## src/rtl/multicycle_ctrl_v2_if.sv

```systemverilog
// Control bus between the multicycle controller and the RV32I datapath.
// The controller uses the master modport; the datapath uses the slave modport.
interface multicycle_ctrl_v2_if #(
  parameter int CNT_W = 32
);
  logic [31:0]      instr;
  logic             zero;
  logic             lt;
  logic             ltu;
  logic             fetch_stall;
  logic             mem_ready;
  logic [2:0]       state;
  logic [3:0]       ALUCtrl;
  logic             ALUSrc;
  logic             alu_a_pc;
  logic             MemRead;
  logic             MemWrite;
  logic             RegWrite;
  logic [1:0]       wb_sel;
  logic [1:0]       pc_sel;
  logic             loadPC;
  logic             retire;
  logic             trap;
  logic [CNT_W-1:0] instret;

  modport master (
    input  instr, zero, lt, ltu, fetch_stall, mem_ready,
    output state, ALUCtrl, ALUSrc, alu_a_pc, MemRead, MemWrite, RegWrite,
           wb_sel, pc_sel, loadPC, retire, trap, instret
  );

  modport slave (
    output instr, zero, lt, ltu, fetch_stall, mem_ready,
    input  state, ALUCtrl, ALUSrc, alu_a_pc, MemRead, MemWrite, RegWrite,
           wb_sel, pc_sel, loadPC, retire, trap, instret
  );
endinterface

```

## src/rtl/multicycle_ctrl_v2.sv

```systemverilog
// Multicycle RV32I control FSM: IF/ID/EX/MEM/WB sequencing with memory timeout,
// illegal-instruction trap and a retired-instruction counter.
module multicycle_ctrl_v2 #(
  parameter int CNT_W       = 32,
  parameter int MEM_TIMEOUT = 15,
  parameter int WAIT_W      = 4
) (
  input logic                  clk,
  input logic                  rst,
  multicycle_ctrl_v2_if.master bus
);

  localparam logic [6:0] OPC_LOAD   = 7'b0000011;
  localparam logic [6:0] OPC_STORE  = 7'b0100011;
  localparam logic [6:0] OPC_OPIMM  = 7'b0010011;
  localparam logic [6:0] OPC_OP     = 7'b0110011;
  localparam logic [6:0] OPC_BRANCH = 7'b1100011;
  localparam logic [6:0] OPC_JAL    = 7'b1101111;
  localparam logic [6:0] OPC_JALR   = 7'b1100111;
  localparam logic [6:0] OPC_LUI    = 7'b0110111;
  localparam logic [6:0] OPC_AUIPC  = 7'b0010111;

  localparam logic [3:0] ALU_AND = 4'b0000;
  localparam logic [3:0] ALU_OR  = 4'b0001;
  localparam logic [3:0] ALU_ADD = 4'b0010;
  localparam logic [3:0] ALU_SLTU = 4'b0011;
  localparam logic [3:0] ALU_SLT = 4'b0100;
  localparam logic [3:0] ALU_XOR = 4'b0101;
  localparam logic [3:0] ALU_SUB = 4'b0110;
  localparam logic [3:0] ALU_SRL = 4'b1000;
  localparam logic [3:0] ALU_SLL = 4'b1001;
  localparam logic [3:0] ALU_SRA = 4'b1010;

  localparam bit              TIMEOUT_EN = (MEM_TIMEOUT != 0);
  localparam logic [WAIT_W-1:0] WAIT_LAST = WAIT_W'(MEM_TIMEOUT - 1);

  typedef enum logic [2:0] {
    S_IF   = 3'd0,
    S_ID   = 3'd1,
    S_EX   = 3'd2,
    S_MEM  = 3'd3,
    S_WB   = 3'd4,
    S_TRAP = 3'd7
  } state_t;

  state_t             state_q, state_d;
  logic               taken_q;
  logic [WAIT_W-1:0]  wait_q;
  logic [CNT_W-1:0]   instret_q;

  logic [6:0] opcode, funct7;
  logic [2:0] funct3;
  logic [4:0] alu_res;
  logic       dec_legal, dec_alusrc, dec_apc, dec_regw, dec_load, dec_store, dec_branch;
  logic [3:0] dec_alu;
  logic [1:0] dec_wbsel, dec_pcsel;
  logic       mem_timeout;
  logic       unused_instr_bits;

  // Returns {legal, alu_ctrl}; immediate forms ignore funct7 except for shifts.
  function automatic logic [4:0] alu_decode(input logic [2:0] f3, input logic [6:0] f7,
                                            input logic is_imm);
    logic       f7_zero, f7_alt, legal;
    logic [3:0] ctrl;
    f7_zero = (f7 == 7'b0000000);
    f7_alt  = (f7 == 7'b0100000);
    legal   = 1'b1;
    ctrl    = ALU_ADD;
    case (f3)
      3'b000: if (is_imm || f7_zero) ctrl = ALU_ADD;
              else if (f7_alt) ctrl = ALU_SUB;
              else legal = 1'b0;
      3'b001: begin ctrl = ALU_SLL;  legal = f7_zero; end
      3'b010: begin ctrl = ALU_SLT;  legal = is_imm || f7_zero; end
      3'b011: begin ctrl = ALU_SLTU; legal = is_imm || f7_zero; end
      3'b100: begin ctrl = ALU_XOR;  legal = is_imm || f7_zero; end
      3'b101: if (f7_zero) ctrl = ALU_SRL;
              else if (f7_alt) ctrl = ALU_SRA;
              else legal = 1'b0;
      3'b110: begin ctrl = ALU_OR;   legal = is_imm || f7_zero; end
      default: begin ctrl = ALU_AND; legal = is_imm || f7_zero; end
    endcase
    return {legal, ctrl};
  endfunction

  function automatic logic branch_taken(input logic [2:0] f3, input logic z,
                                        input logic slt, input logic sltu);
    case (f3)
      3'b000:  return z;
      3'b001:  return !z;
      3'b100:  return slt;
      3'b101:  return !slt;
      3'b110:  return sltu;
      3'b111:  return !sltu;
      default: return 1'b0;
    endcase
  endfunction

  assign opcode            = bus.instr[6:0];
  assign funct3            = bus.instr[14:12];
  assign funct7            = bus.instr[31:25];
  assign unused_instr_bits = ^{bus.instr[24:15], bus.instr[11:7]};
  assign alu_res           = alu_decode(funct3, funct7, opcode == OPC_OPIMM);
  assign mem_timeout       = TIMEOUT_EN && (wait_q == WAIT_LAST);

  always_comb begin
    dec_legal  = 1'b1;
    dec_alu    = ALU_ADD;
    dec_alusrc = 1'b0;
    dec_apc    = 1'b0;
    dec_regw   = 1'b1;
    dec_wbsel  = 2'b00;
    dec_pcsel  = 2'b00;
    dec_load   = 1'b0;
    dec_store  = 1'b0;
    dec_branch = 1'b0;
    case (opcode)
      OPC_LOAD:   begin dec_alusrc = 1'b1; dec_wbsel = 2'b01; dec_load = 1'b1; end
      OPC_STORE:  begin dec_alusrc = 1'b1; dec_regw = 1'b0; dec_store = 1'b1; end
      OPC_OPIMM:  begin dec_alusrc = 1'b1; dec_alu = alu_res[3:0]; dec_legal = alu_res[4]; end
      OPC_OP:     begin dec_alu = alu_res[3:0]; dec_legal = alu_res[4]; end
      OPC_BRANCH: begin
        dec_alu    = ALU_SUB;
        dec_regw   = 1'b0;
        dec_branch = 1'b1;
        dec_pcsel  = taken_q ? 2'b01 : 2'b00;
        dec_legal  = (funct3[2:1] != 2'b01);
      end
      OPC_JAL:    begin dec_wbsel = 2'b10; dec_pcsel = 2'b01; end
      OPC_JALR:   begin dec_alusrc = 1'b1; dec_wbsel = 2'b10; dec_pcsel = 2'b10; end
      OPC_LUI:    dec_wbsel = 2'b11;
      OPC_AUIPC:  begin dec_alusrc = 1'b1; dec_apc = 1'b1; end
      default:    begin dec_legal = 1'b0; dec_regw = 1'b0; end
    endcase
  end

  always_comb begin
    state_d      = state_q;
    bus.ALUCtrl  = 4'b0000;
    bus.ALUSrc   = 1'b0;
    bus.alu_a_pc = 1'b0;
    bus.MemRead  = 1'b0;
    bus.MemWrite = 1'b0;
    bus.RegWrite = 1'b0;
    bus.wb_sel   = 2'b00;
    bus.pc_sel   = 2'b00;
    bus.loadPC   = 1'b0;
    bus.retire   = 1'b0;
    bus.trap     = 1'b0;
    if (state_q inside {S_ID, S_EX, S_MEM, S_WB}) begin
      bus.ALUCtrl  = dec_alu;
      bus.ALUSrc   = dec_alusrc;
      bus.alu_a_pc = dec_apc;
    end
    case (state_q)
      S_IF:  if (!bus.fetch_stall) state_d = S_ID;
      S_ID:  state_d = dec_legal ? S_EX : S_TRAP;
      S_EX:  state_d = (dec_load || dec_store) ? S_MEM : S_WB;
      S_MEM: begin
        bus.MemRead  = dec_load;
        bus.MemWrite = dec_store;
        // A ready response in the timeout cycle still completes the access.
        if (bus.mem_ready)      state_d = S_WB;
        else if (mem_timeout)   state_d = S_TRAP;
      end
      S_WB: begin
        bus.RegWrite = dec_regw;
        bus.wb_sel   = dec_wbsel;
        bus.pc_sel   = dec_pcsel;
        bus.loadPC   = 1'b1;
        bus.retire   = 1'b1;
        state_d      = S_IF;
      end
      S_TRAP: bus.trap = 1'b1;
      default: state_d = S_IF;
    endcase
  end

  always_ff @(posedge clk or posedge rst) begin
    if (rst) begin
      state_q   <= S_IF;
      taken_q   <= 1'b0;
      wait_q    <= '0;
      instret_q <= '0;
    end else begin
      state_q <= state_d;
      if (state_q == S_EX) begin
        taken_q <= dec_branch & branch_taken(funct3, bus.zero, bus.lt, bus.ltu);
        wait_q  <= '0;
      end else if (state_q == S_MEM && !bus.mem_ready) begin
        wait_q <= wait_q + 1'b1;
      end
      if (state_q == S_WB) instret_q <= instret_q + 1'b1;
    end
  end

  assign bus.state   = state_q;
  assign bus.instret = instret_q;

endmodule

```

## src/flat_wrapper.sv

```systemverilog
// flat-port wrapper written by rule: the top's interface ports become plain ports
module multicycle_ctrl_v2_flat 
#(
  parameter int CNT_W       = 32,
  parameter int MEM_TIMEOUT = 15,
  parameter int WAIT_W      = 4
)
  (clk, rst, bus_instr, bus_zero, bus_lt, bus_ltu, bus_fetch_stall, bus_mem_ready, bus_state, bus_ALUCtrl, bus_ALUSrc, bus_alu_a_pc, bus_MemRead, bus_MemWrite, bus_RegWrite, bus_wb_sel, bus_pc_sel, bus_loadPC, bus_retire, bus_trap, bus_instret);
  multicycle_ctrl_v2_if #(.CNT_W(CNT_W)) bus_i ();
  input logic clk;
  input logic rst;
  input wire logic [$bits(bus_i.instr)-1:0] bus_instr;
  input wire logic [$bits(bus_i.zero)-1:0] bus_zero;
  input wire logic [$bits(bus_i.lt)-1:0] bus_lt;
  input wire logic [$bits(bus_i.ltu)-1:0] bus_ltu;
  input wire logic [$bits(bus_i.fetch_stall)-1:0] bus_fetch_stall;
  input wire logic [$bits(bus_i.mem_ready)-1:0] bus_mem_ready;
  output wire logic [$bits(bus_i.state)-1:0] bus_state;
  output wire logic [$bits(bus_i.ALUCtrl)-1:0] bus_ALUCtrl;
  output wire logic [$bits(bus_i.ALUSrc)-1:0] bus_ALUSrc;
  output wire logic [$bits(bus_i.alu_a_pc)-1:0] bus_alu_a_pc;
  output wire logic [$bits(bus_i.MemRead)-1:0] bus_MemRead;
  output wire logic [$bits(bus_i.MemWrite)-1:0] bus_MemWrite;
  output wire logic [$bits(bus_i.RegWrite)-1:0] bus_RegWrite;
  output wire logic [$bits(bus_i.wb_sel)-1:0] bus_wb_sel;
  output wire logic [$bits(bus_i.pc_sel)-1:0] bus_pc_sel;
  output wire logic [$bits(bus_i.loadPC)-1:0] bus_loadPC;
  output wire logic [$bits(bus_i.retire)-1:0] bus_retire;
  output wire logic [$bits(bus_i.trap)-1:0] bus_trap;
  output wire logic [$bits(bus_i.instret)-1:0] bus_instret;
  assign bus_i.instr = bus_instr;
  assign bus_i.zero = bus_zero;
  assign bus_i.lt = bus_lt;
  assign bus_i.ltu = bus_ltu;
  assign bus_i.fetch_stall = bus_fetch_stall;
  assign bus_i.mem_ready = bus_mem_ready;
  assign bus_state = bus_i.state;
  assign bus_ALUCtrl = bus_i.ALUCtrl;
  assign bus_ALUSrc = bus_i.ALUSrc;
  assign bus_alu_a_pc = bus_i.alu_a_pc;
  assign bus_MemRead = bus_i.MemRead;
  assign bus_MemWrite = bus_i.MemWrite;
  assign bus_RegWrite = bus_i.RegWrite;
  assign bus_wb_sel = bus_i.wb_sel;
  assign bus_pc_sel = bus_i.pc_sel;
  assign bus_loadPC = bus_i.loadPC;
  assign bus_retire = bus_i.retire;
  assign bus_trap = bus_i.trap;
  assign bus_instret = bus_i.instret;
  multicycle_ctrl_v2 #(.CNT_W(CNT_W), .MEM_TIMEOUT(MEM_TIMEOUT), .WAIT_W(WAIT_W)) u_core (.clk(clk), .rst(rst), .bus(bus_i));
endmodule
```

## config.mk

```make
export PLATFORM = sky130hd
export DESIGN_NAME = multicycle_ctrl_v2_flat
export DESIGN_NICKNAME = d
export VERILOG_FILES = /design/src/rtl/multicycle_ctrl_v2_if.sv /design/src/rtl/multicycle_ctrl_v2.sv /design/src/flat_wrapper.sv
export SDC_FILE = /design/constraint.sdc
export NUM_CORES = 1
export LEC_CHECK = 0
export ABC_AREA = 1
export CAP_MARGIN = 20
export CORE_MARGIN = 5
export CORE_UTILIZATION = 45
export DETAILED_ROUTE_END_ITERATION = 8
export MAX_ROUTING_LAYER = met4
export PLACE_DENSITY_LB_ADDON = 0.1
export RECOVER_POWER = 25
export REMOVE_ABC_BUFFERS = 1
export SYNTH_ARGS = -nofsm -noshare
export SYNTH_HDL_FRONTEND = slang
export SYNTH_SLANG_ARGS = --single-unit
```

## constraint.sdc

```tcl
create_clock -name clk -period 1.9 [get_ports clk]
set_clock_uncertainty 0.1 [all_clocks]
set_input_delay 0.285 -clock clk [delete_from_list [all_inputs] [get_ports clk]]
set_output_delay 0.285 -clock clk [all_outputs]
set_load 0.01 [all_outputs]
```

==> flow_summary.yaml <==
placement:
  place_ws_ps: -685.1
  dpl-instance-area_mm2: 0.003672
  hpwl_mm: 5.275
  routabilityCongestion: 0.9802
  port-buffer-count: 74
  dpl.cell_count: 517
routing:
  vias_per_cell: 4.978
  wl_per_cell_um: 13.85
  drt-total-wl_mm: 7.412
  vias: 2663
  ant_nets: 0
  drt_iter0_markers: 92
  first_pass_iters: 4
  drc: 0
synth:
  synth_edf_count: 0
  synth-async-reset-ratio_pct: 100.0
  synth-seq-area-share_pct: 39.45
  synth-main-ff-cell: "dfrtp_1"
  syn_avg_cell_area_um2: 7.689
  yosys_warnings: 0
  ys_ff_latch: 40
  synth_cell_types: 32
  netlist_area_mm2: 0.002537
  synthCells: 330
sta:
  slew_viol_final: 0
  fmax_ghz: 0.5256
  hold_violations: 0
  fin_ws_ps: -2.529
  period_share_pct: 100.1
  worstMarginPinSlew_ps: 988.7
  timing.final.crit_period_ps: 1903
  max_slew_margin_pct: 34.09
  setup_viol: 1
  rsz0062_at_grt: "yes"
run:
  cap_violations: 0
clock_network:
  cts_max_level: 2
  cts_buffers: 5
  cts_tree: "done"
  root_buffer: "clkbuf_8"
  cts_sinks: 40
  clockBufferDepth: 2
  clk_latency_ps: 290
  path_clk_slew_ps: 80
  hold_buffers: 0
worst_hold_path:
  hold_end: "u_core.wait_q[3]"
  holdPathStages: 1
  min_from: "u_core.wait_q[3]"
  hp-class: "flip-flop to flip-flop"
pwr:
  power_density_mw_per_mm2: 763.5
  vdd_drop_max_uv: 519.3
  p_total_uw: 3078
  p_leak_uw: 0.002083
layout:
  drive_above_1_share_pct: 31.53
  area_delta_synth_final_pct: 58.88
  final_cell_mix: "65 x nand2_1, 47 x buf_4, 40 x dfrtp_1"
  design_area_mm2: 0.004031
  nFillCells: 420
  final_common_cell: "nand2_1"
  num_antenna_cells: 0
  final_cells: 535
  fin_nets: 504
  post-route-util_pct: 73.21
worst_setup_path:
  critPathCaptureType: "output port"
  r2r_end: "u_core.bus.instret[28]"
  crit_chain: "inv_2 -> nand3_2 -> nand3_2 -> inv_2 -> buf_6 -> nor3_2 -> buf_2"
  critPathMaxFanout: 4
  max_stage_delay_ps: 430
  r2r-start: "u_core.bus.state[1]"
  worstRegToRegCells: 10
  startpoint_type: "flip-flop"
  crit_arrival_ps: 1520
  required_ps: 1510
  cpMaxStageDelayCell: "dfrtp_1"
  cp-startpoint: "u_core.bus.state[1]"
  r2r_slack_ps: 100
  path_delay_family: "buffers and inverters"
  critPathKind: "flip-flop to output port"
  critPathBufInv: 4
floorplan:
  die_x_um: 85.09
  core_mm2: 0.005507
  num_rows: 27
  io_pins: 90
  start_util_pct: 46.08
  fp.dieArea_mm2: 0.007240
  die_h_um: 85.09
global_routing:
  grt_max_degree: 41
  grtUsageTotal_pct: 20.49
  grt_first_pass_wirelength_mm: 11.81
  overflow: 0
  grt_pass1_vias: 2551
  antenna_found_initial: 0
run_status:
  outcome: "finished with violations"
  violations: "setup timing"
-- where the power goes --
part | switching [uW] | total (uW) | internal (uW)
logic | 684 | 1330 | 648
registers | 85.7 | 1030 | 945
clock network | 320 | 715 | 396
-- sequential cells by signal (all words and copies together) (netlist names) --
register,count
u_core.bus.state,3
u_core.wait_q,4
u_core.taken_q,1
u_core.bus.instret,32
-- routing by layer --
metal	share of wire [%]	track usage [%]
met1	44	26.03
met2	49	33.69
met3	5.1	3.883
met4	2.1	5.036
met5	0	-
-- synth_stat cells (2+ instances only) --
cell type | number | area [um2]
nand2_1 | 70 | 262.8
nand2_4 | 2 | 22.52
nand2_2 | 3 | 18.77
dfrtp_1 | 40 | 1001
xor2_1 | 18 | 157.7
nor2_1 | 31 | 116.4
a31oi_1 | 2 | 12.51
nand4_1 | 11 | 68.82
o21ai_0 | 9 | 45.04
inv_2 | 5 | 18.77
a21oi_1 | 8 | 40.04
o21a_1 | 2 | 15.01
nor2_2 | 2 | 12.51
nor2_4 | 3 | 33.78
xnor2_1 | 11 | 96.34
inv_1 | 49 | 183.9
ha_1 | 3 | 37.54
nand3_2 | 3 | 30.03
nor3_1 | 17 | 85.08
nand3_1 | 28 | 140.1
nor3_2 | 2 | 20.02
-- final cells by class --
type / instances / area (um2) / share of cell area, %
multi-input combinational: 234 / 1521 / 37.74
timing repair buffer: 127 / 1101 / 27.31
sequential: 40 / 1001 / 24.83
inverter: 54 / 202.7 / 5.028
tap: 72 / 90.09 / 2.235
clock buffer: 5 / 68.82 / 1.707
clock inverter: 3 / 46.29 / 1.148
-- metrics by stage --
| stage | TNS (ps) | hold slack [ps] |
|---|---|---|
| floorplan | -135.4 | 335.7 |
| global placement | -7463 | 357.8 |
| detailed placement | -7628 | 364.3 |
| CTS | -28.82 | 314.3 |
| global route | -429.1 | 413.1 |
| finish | -2.529 | 379.3 |
-- cells by family after synthesis --
kind of cell / count (synthesis) / share of synthesized area (%)
compound gates: 24 / 5.424
xor+xnor: 29 / 10.01
fa+ha+maj: 3 / 1.479
buf+inv: 56 / 8.728
flops: 40 / 39.45
simple gates: 178 / 34.91
-- what timing repair did --
action,CTS,global route
pin swaps,23,19
resized for setup,102,52
setup buffers,4,7
setup endpoints to repair,16,18
-- worst max-delay path by stage --
stage	cells after the start	slack, ps	endpoint
after floorplan	5	-140	bus_ALUCtrl[3]
after global placement	6	-690	bus_ALUCtrl[3]
after detailed placement	6	-690	bus_ALUCtrl[3]
after CTS	8	-20	bus_ALUSrc
after global routing	9	-80	bus_ALUSrc
final	7	-3	bus_alu_a_pc
Power figures use the tool's default switching activity.
